`config.mk`:
```
export PLATFORM = sky130hd
export DESIGN_NAME = dmem_dump_unit_flat
export DESIGN_NICKNAME = d
export VERILOG_FILES = /design/src/rtl/dlx_pkg.sv /design/src/rtl/dmem_dump_unit_if.sv /design/src/rtl/dump_word_packer.sv /design/src/rtl/dmem_dump_unit.sv /design/src/flat_wrapper.sv
export SDC_FILE = /design/constraint.sdc
export NUM_CORES = 1
export LEC_CHECK = 0
export CAP_MARGIN = 40
export CELL_PAD_IN_SITES_DETAIL_PLACEMENT = 0
export CELL_PAD_IN_SITES_GLOBAL_PLACEMENT = 1
export CORE_UTILIZATION = 34
export CTS_BUF_LIST = sky130_fd_sc_hd__clkbuf_4
export DETAILED_ROUTE_END_ITERATION = 6
export PLACE_DENSITY_LB_ADDON = 0.1
export SYNTH_ARGS = -nofsm -noshare
export SYNTH_HDL_FRONTEND = slang
export SYNTH_HIERARCHICAL = 1
export SYNTH_SLANG_ARGS = --single-unit
export TNS_END_PERCENT = 10
```
`constraint.sdc`:
```
create_clock -name clk -period 2 [get_ports clk]
set_input_delay 0.3 -clock clk [delete_from_list [all_inputs] [get_ports clk]]
set_output_delay 0.3 -clock clk [all_outputs]
set_load 0.01 [all_outputs]
```
`src/rtl/dlx_pkg.sv`:
```
// Shared constants and types for the DLX data-memory dump unit.
// Holds the halt trap encoding, the dump FSM state type and the byte-packing helper.
package dlx_pkg;

  localparam logic [31:0] HALT_TRAP = 32'h4400_0300;

  typedef enum logic [1:0] {
    StIdle  = 2'd0,
    StFetch = 2'd1,
    StSend  = 2'd2,
    StDone  = 2'd3
  } dump_state_e;

  // Shift a new byte in at the bottom so the first byte ends up in bits 31:24.
  function automatic logic [31:0] pack_be(input logic [31:0] word, input logic [7:0] b);
    return {word[23:0], b};
  endfunction

endpackage

```
`src/rtl/dmem_dump_unit_if.sv`:
```
// Word stream from the dump unit to a host or UART bridge.
// The master drives dout/dout_valid/dout_last; the slave drives dout_ready.
interface dmem_dump_unit_if;

  logic [31:0] dout;
  logic        dout_valid;
  logic        dout_ready;
  logic        dout_last;

  modport master (
    output dout,
    output dout_valid,
    output dout_last,
    input  dout_ready
  );

  modport slave (
    input  dout,
    input  dout_valid,
    input  dout_last,
    output dout_ready
  );

endinterface

```
`src/rtl/dump_word_packer.sv`:
```
// Four-byte big-endian shift register with a 2-bit byte counter.
// full is high on the edge whose load completes a word, so the caller can leave FETCH on time.
module dump_word_packer
  import dlx_pkg::*;
(
  input  logic        clk,
  input  logic        rst,
  input  logic        load_en,
  input  logic [7:0]  byte_in,
  output logic [31:0] word,
  output logic        full
);

  logic [31:0] word_q;
  logic [1:0]  cnt_q;

  always_ff @(posedge clk) begin
    if (rst) begin
      word_q <= '0;
      cnt_q  <= '0;
    end else if (load_en) begin
      word_q <= pack_be(word_q, byte_in);
      cnt_q  <= cnt_q + 2'd1;
    end
  end

  assign word = word_q;
  assign full = load_en && (cnt_q == 2'd3);

endmodule

```
`src/rtl/dmem_dump_unit.sv`:
```
// Streams DMEM out as big-endian 32-bit words once the core hits the halt trap or start pulses.
// Freezes the core via halt and owns the DMEM read address for the rest of the run.
module dmem_dump_unit
  import dlx_pkg::*;
#(
  parameter int unsigned SIZE       = 1024,
  parameter int unsigned ADDR_W     = 10,
  parameter logic [31:0] HALT_INSTR = HALT_TRAP
) (
  input  logic                clk,
  input  logic                rst,
  input  logic [31:0]         instruction,
  input  logic                start,
  output logic                halt,
  output logic [ADDR_W-1:0]   mem_addr,
  input  logic [7:0]          mem_rdata,
  dmem_dump_unit_if.master    dout_if,
  output logic                busy,
  output logic                done
);

  localparam int unsigned         WordW    = ADDR_W - 2;
  localparam logic [WordW-1:0]    LastWord = WordW'(SIZE / 4 - 1);

  dump_state_e       state_q, state_d;
  logic [ADDR_W-1:0] addr_q, addr_d;
  logic [WordW-1:0]  wcnt_q, wcnt_d;
  logic              load_en;
  logic              word_full;
  logic [31:0]       word;
  logic              trigger;
  logic              is_last;

  assign trigger = (instruction == HALT_INSTR) | start;
  assign is_last = (wcnt_q == LastWord);

  dump_word_packer u_packer (
    .clk     (clk),
    .rst     (rst),
    .load_en (load_en),
    .byte_in (mem_rdata),
    .word    (word),
    .full    (word_full)
  );

  always_ff @(posedge clk) begin
    if (rst) begin
      state_q <= StIdle;
      addr_q  <= '0;
      wcnt_q  <= '0;
    end else begin
      state_q <= state_d;
      addr_q  <= addr_d;
      wcnt_q  <= wcnt_d;
    end
  end

  always_comb begin
    state_d = state_q;
    addr_d  = addr_q;
    wcnt_d  = wcnt_q;
    load_en = 1'b0;
    unique case (state_q)
      StIdle: begin
        if (trigger) begin
          state_d = StFetch;
          addr_d  = '0;
          wcnt_d  = '0;
        end
      end
      StFetch: begin
        load_en = 1'b1;
        addr_d  = addr_q + ADDR_W'(1);
        if (word_full) state_d = StSend;
      end
      StSend: begin
        // dout_ready only steers the next state; valid/data come from registers.
        if (dout_if.dout_ready) begin
          wcnt_d  = wcnt_q + WordW'(1);
          state_d = is_last ? StDone : StFetch;
        end
      end
      StDone: begin
        state_d = StDone;
      end
      default: state_d = StIdle;
    endcase
  end

  assign halt               = (state_q != StIdle);
  assign busy               = (state_q == StFetch) || (state_q == StSend);
  assign done               = (state_q == StDone);
  assign mem_addr           = addr_q;
  assign dout_if.dout       = word;
  assign dout_if.dout_valid = (state_q == StSend);
  assign dout_if.dout_last  = (state_q == StSend) && is_last;

endmodule

```
`src/flat_wrapper.sv`:
```
// flat-port wrapper written by rule: the top's interface ports become plain ports
module dmem_dump_unit_flat import dlx_pkg::*;
#(
  parameter int unsigned SIZE       = 1024,
  parameter int unsigned ADDR_W     = 10,
  parameter logic [31:0] HALT_INSTR = HALT_TRAP
)
  (clk, rst, instruction, start, halt, mem_addr, mem_rdata, busy, done, dout_if_dout, dout_if_dout_valid, dout_if_dout_last, dout_if_dout_ready);
  dmem_dump_unit_if dout_if_i ();
  input  logic clk;
  input  logic rst;
  input  logic [31:0] instruction;
  input  logic start;
  output logic halt;
  output logic [ADDR_W-1:0] mem_addr;
  input  logic [7:0] mem_rdata;
  output logic busy;
  output logic done;
  output wire logic [$bits(dout_if_i.dout)-1:0] dout_if_dout;
  output wire logic [$bits(dout_if_i.dout_valid)-1:0] dout_if_dout_valid;
  output wire logic [$bits(dout_if_i.dout_last)-1:0] dout_if_dout_last;
  input wire logic [$bits(dout_if_i.dout_ready)-1:0] dout_if_dout_ready;
  assign dout_if_dout = dout_if_i.dout;
  assign dout_if_dout_valid = dout_if_i.dout_valid;
  assign dout_if_dout_last = dout_if_i.dout_last;
  assign dout_if_i.dout_ready = dout_if_dout_ready;
  dmem_dump_unit #(.SIZE(SIZE), .ADDR_W(ADDR_W), .HALT_INSTR(HALT_INSTR)) u_core (.clk(clk), .rst(rst), .instruction(instruction), .start(start), .halt(halt), .mem_addr(mem_addr), .mem_rdata(mem_rdata), .dout_if(dout_if_i), .busy(busy), .done(done));
endmodule
```
==> flow_metrics.tcl, run 1 <==
set metrics [dict create \
    status "finished clean" \
    drive_above_1_share_pct 11.3 \
    leakagePower_nw 1.31 \
    fmax_mhz 527 \
    path_max_fanout 19 \
    drc 0 \
    seq_area_frac_synth_pct 43.9 \
    syn_area_per_cell_um2 9.34 \
    tritoncts "built" \
    nets 422 \
    use_met3_pct 4.74 \
    criticalPathCategory "primary input to flop" \
    grt_max_degree 28 \
    utilization_pct 52.5 \
    synth_cell_types 40 \
    ys_ff_latch 54 \
    endpoint_kind "flop" \
    insertion_delay_ns 0.38 \
    routedWlPerCell_um 12.7 \
    period_share_pct 95.0 \
    areaGrowthSynthToFinish_pct 47.2 \
    busiest_layer "met2" \
    wl_mm 5.96 \
    yosys_warnings 6 \
    use_met2_pct 24.8 \
    ant_nets 0 \
    cp-start-kind "primary input" \
    multi_input_area_mm2 0.00125 \
    drv_cap 0 \
    hold_class "flop to flop" \
    netlist_area_mm2 0.00246 \
    clk_path_buf_depth 2 \
    synth_nets 315 \
    cts_max_level 2 \
    yosys-top-cells-area "dfxtp_1 (44%), mux2i_1 (14%), nor2_1 (5.9%)" \
    crit_chain "clkdlybuf4s50_1 > nor4bb_1 > nand4_1 > o21a_1 > buf_12 > or4b_1 > a31oi_1" \
    ir_worst_vdd_v 0.000459 \
    critical_path_arrival_ns 2.23 \
    first_pass_iters 4 \
    die-area_mm2 0.00759 \
    p_total_w 0.00267 \
    worst_slew_margin_rel_pct 70.6 \
    hold_buffers 0 \
    rows 30 \
    io_pins 91 \
    gp_congestion 0.802 \
    cts.sinks 54 \
    viasPerCell 4.89 \
    pwr_density_cell_mw_per_mm2 736 \
    maxSlewViolCount 0 \
    setup_viol 0 \
    grt_antenna_before_repair 0 \
    nFillCells 691 \
    cts_root_buffer "clkbuf_4" \
    crit_buf_inv 2 \
    drt_iter0_markers 89 \
    diodes 0 \
    first_global_vias 2066 \
    critPathMaxStageDelay_ns 0.50 \
    dp_hpwl_mm 4.37 \
    min_period_ns 1.90 \
    start_util_pct 35.7 \
    tightest_slew_ns 0.440 \
    die_h_um 87.1 \
    grt.met1_usage_pct 21.0 \
    cts.clk_slew.worst_paths_ns 0.18 \
    gr-total-overflow 0 \
    synth.top_cell.area_share_pct 43.9 \
    critical-path-top-delay-family "simple AND/OR/NAND/NOR gates" \
    grt_pass1_wl_mm 9.61 \
    vias 2287 \
    grt_usage_pct 15.9 \
    crit_slowest_cell "or4b_1" \
    layout_commonest_cell "clkdlybuf4s50_1" \
    worstPathRequired_ns 2.33 \
    regArea_mm2 0.00108 \
    skew_ns 0.0165 \
    fp.dieW_um 87.1 \
    cts_buffers 5 \
    layout_common_cells "clkdlybuf4s50_1 (86), dfxtp_1 (52), nor2_1 (38)" \
    portBuffers 90 \
    rsz0062_at_grt "no" \
    yosysTopAreaCell "dfxtp_1" \
    finalHoldViolCount 0 \
    synthCells 264 \
    core_mm2 0.00691 \
]
path summary, 6_finish.rpt:
path	endpoint	slack (ns)	cells past startpoint	start
min reg2reg	u_core/wcnt_q[1]	0.50	2	u_core/wcnt_q[1]
max reg2reg	u_core/mem_addr[9]	0.19	8	u_core/state_q[1]
min	u_core/wcnt_q[1]	0.50	2	u_core/wcnt_q[1]
max	u_core/wcnt_q[2]	0.10	7	instruction[8]
per-layer routing:
metal  wire [um]  up-vias
li1            -     1165
met1        2740     1041
met2        2750       75
met3         393        6
met4          75        0
met5           0        -
sequential cells by signal, indices dropped and copies added (netlist names):
register	flops
u_core/mem_addr	10
u_core/state_q	2
u_core/wcnt_q	8
u_core/u_packer/word	32
u_core/u_packer/cnt_q	2
synth_stat cells:
master	instances
a21o_1	1
a21oi_1	10
a31o_2	1
a31oi_1	7
and2_1	1
buf_12	3
buf_2	2
buf_6	2
clkbuf_1	6
dfxtp_1	54
ha_1	7
inv_1	9
mux2i_1	34
nand2_1	13
nand2b_1	1
nand3_1	13
nand4_1	8
nand4b_1	1
nor2_1	39
nor2_2	1
nor3_1	1
nor3b_1	1
nor4_1	4
nor4_2	1
nor4b_2	2
nor4bb_1	1
o211ai_1	3
o21a_1	1
o21ai_0	14
o21ai_1	1
o21bai_1	1
o22ai_1	1
o311ai_0	1
o31ai_1	2
o32ai_1	1
or2_2	2
or3_1	5
or4_1	6
or4b_1	2
xnor2_1	1
kinds of logic (layout without fill, tap and decap cells):
group	after synthesis	after routing	synth area share (%)
fa+ha+maj	7	7	3.55
flops	54	54	43.9
simple gates	102	102	21.8
xor+xnor	1	1	0.355
compound gates	44	44	10.6
buf+inv	22	130	6.04
mux	34	34	13.8
tightest hold or removal path: stages, from the launching register on:
cell     delay (ns)
dfxtp_1        0.36
nand2_1        0.06
o22ai_1        0.06
power breakdown:
part | total, W | switching (W) | leakage, nW | internal [W]
Clock | 0.000511 | 0.000373 | 0.0292 | 0.000139
Combinational | 0.000956 | 0.000460 | 0.842 | 0.000496
Sequential | 0.00120 | 0.0000515 | 0.438 | 0.00115
stage by stage:
step | hold WS (ns) | instances | setup TNS, ns | cell area, um^2 | worst slack [ns]
after floorplan | 0.417 | 264 | 0 | 2460 | 0.202
after global placement | 0.472 | 459 | -4.83 | 3550 | -0.349
after detailed placement | 0.475 | 459 | -4.51 | 3550 | -0.335
after CTS | 0.505 | 467 | 0 | 3610 | 0.0248
after global routing | 0.530 | 468 | 0 | 3630 | 0.00632
final | 0.500 | 468 | 0 | 3630 | 0.101
final cells by class:
class                   count  share of cell area, %
clock buffers               5                   1.03
clock inverters             3                  0.552
inverters                   9                  0.931
multi-input cells         188                   34.4
flip-flops and latches     54                   29.9
well taps                  96                   3.31
repair buffers            113                   29.9
repair_timing:
item | in CTS | in global routing
endpoints found under the setup margin | 3 | 3
setup buffers | 0 | 1
pin swaps | 0 | 1
hold endpoints to repair | 0 | 0
resized for setup | 5 | 4
(Power assumes the default switching activity.)
==> run 2: changes to the inputs <==
- CTS_CLUSTER_SIZE: unset -> 40
==> results of run 2 <==
Same layout as run 1: the final DEF is identical, and so are final timing and power.
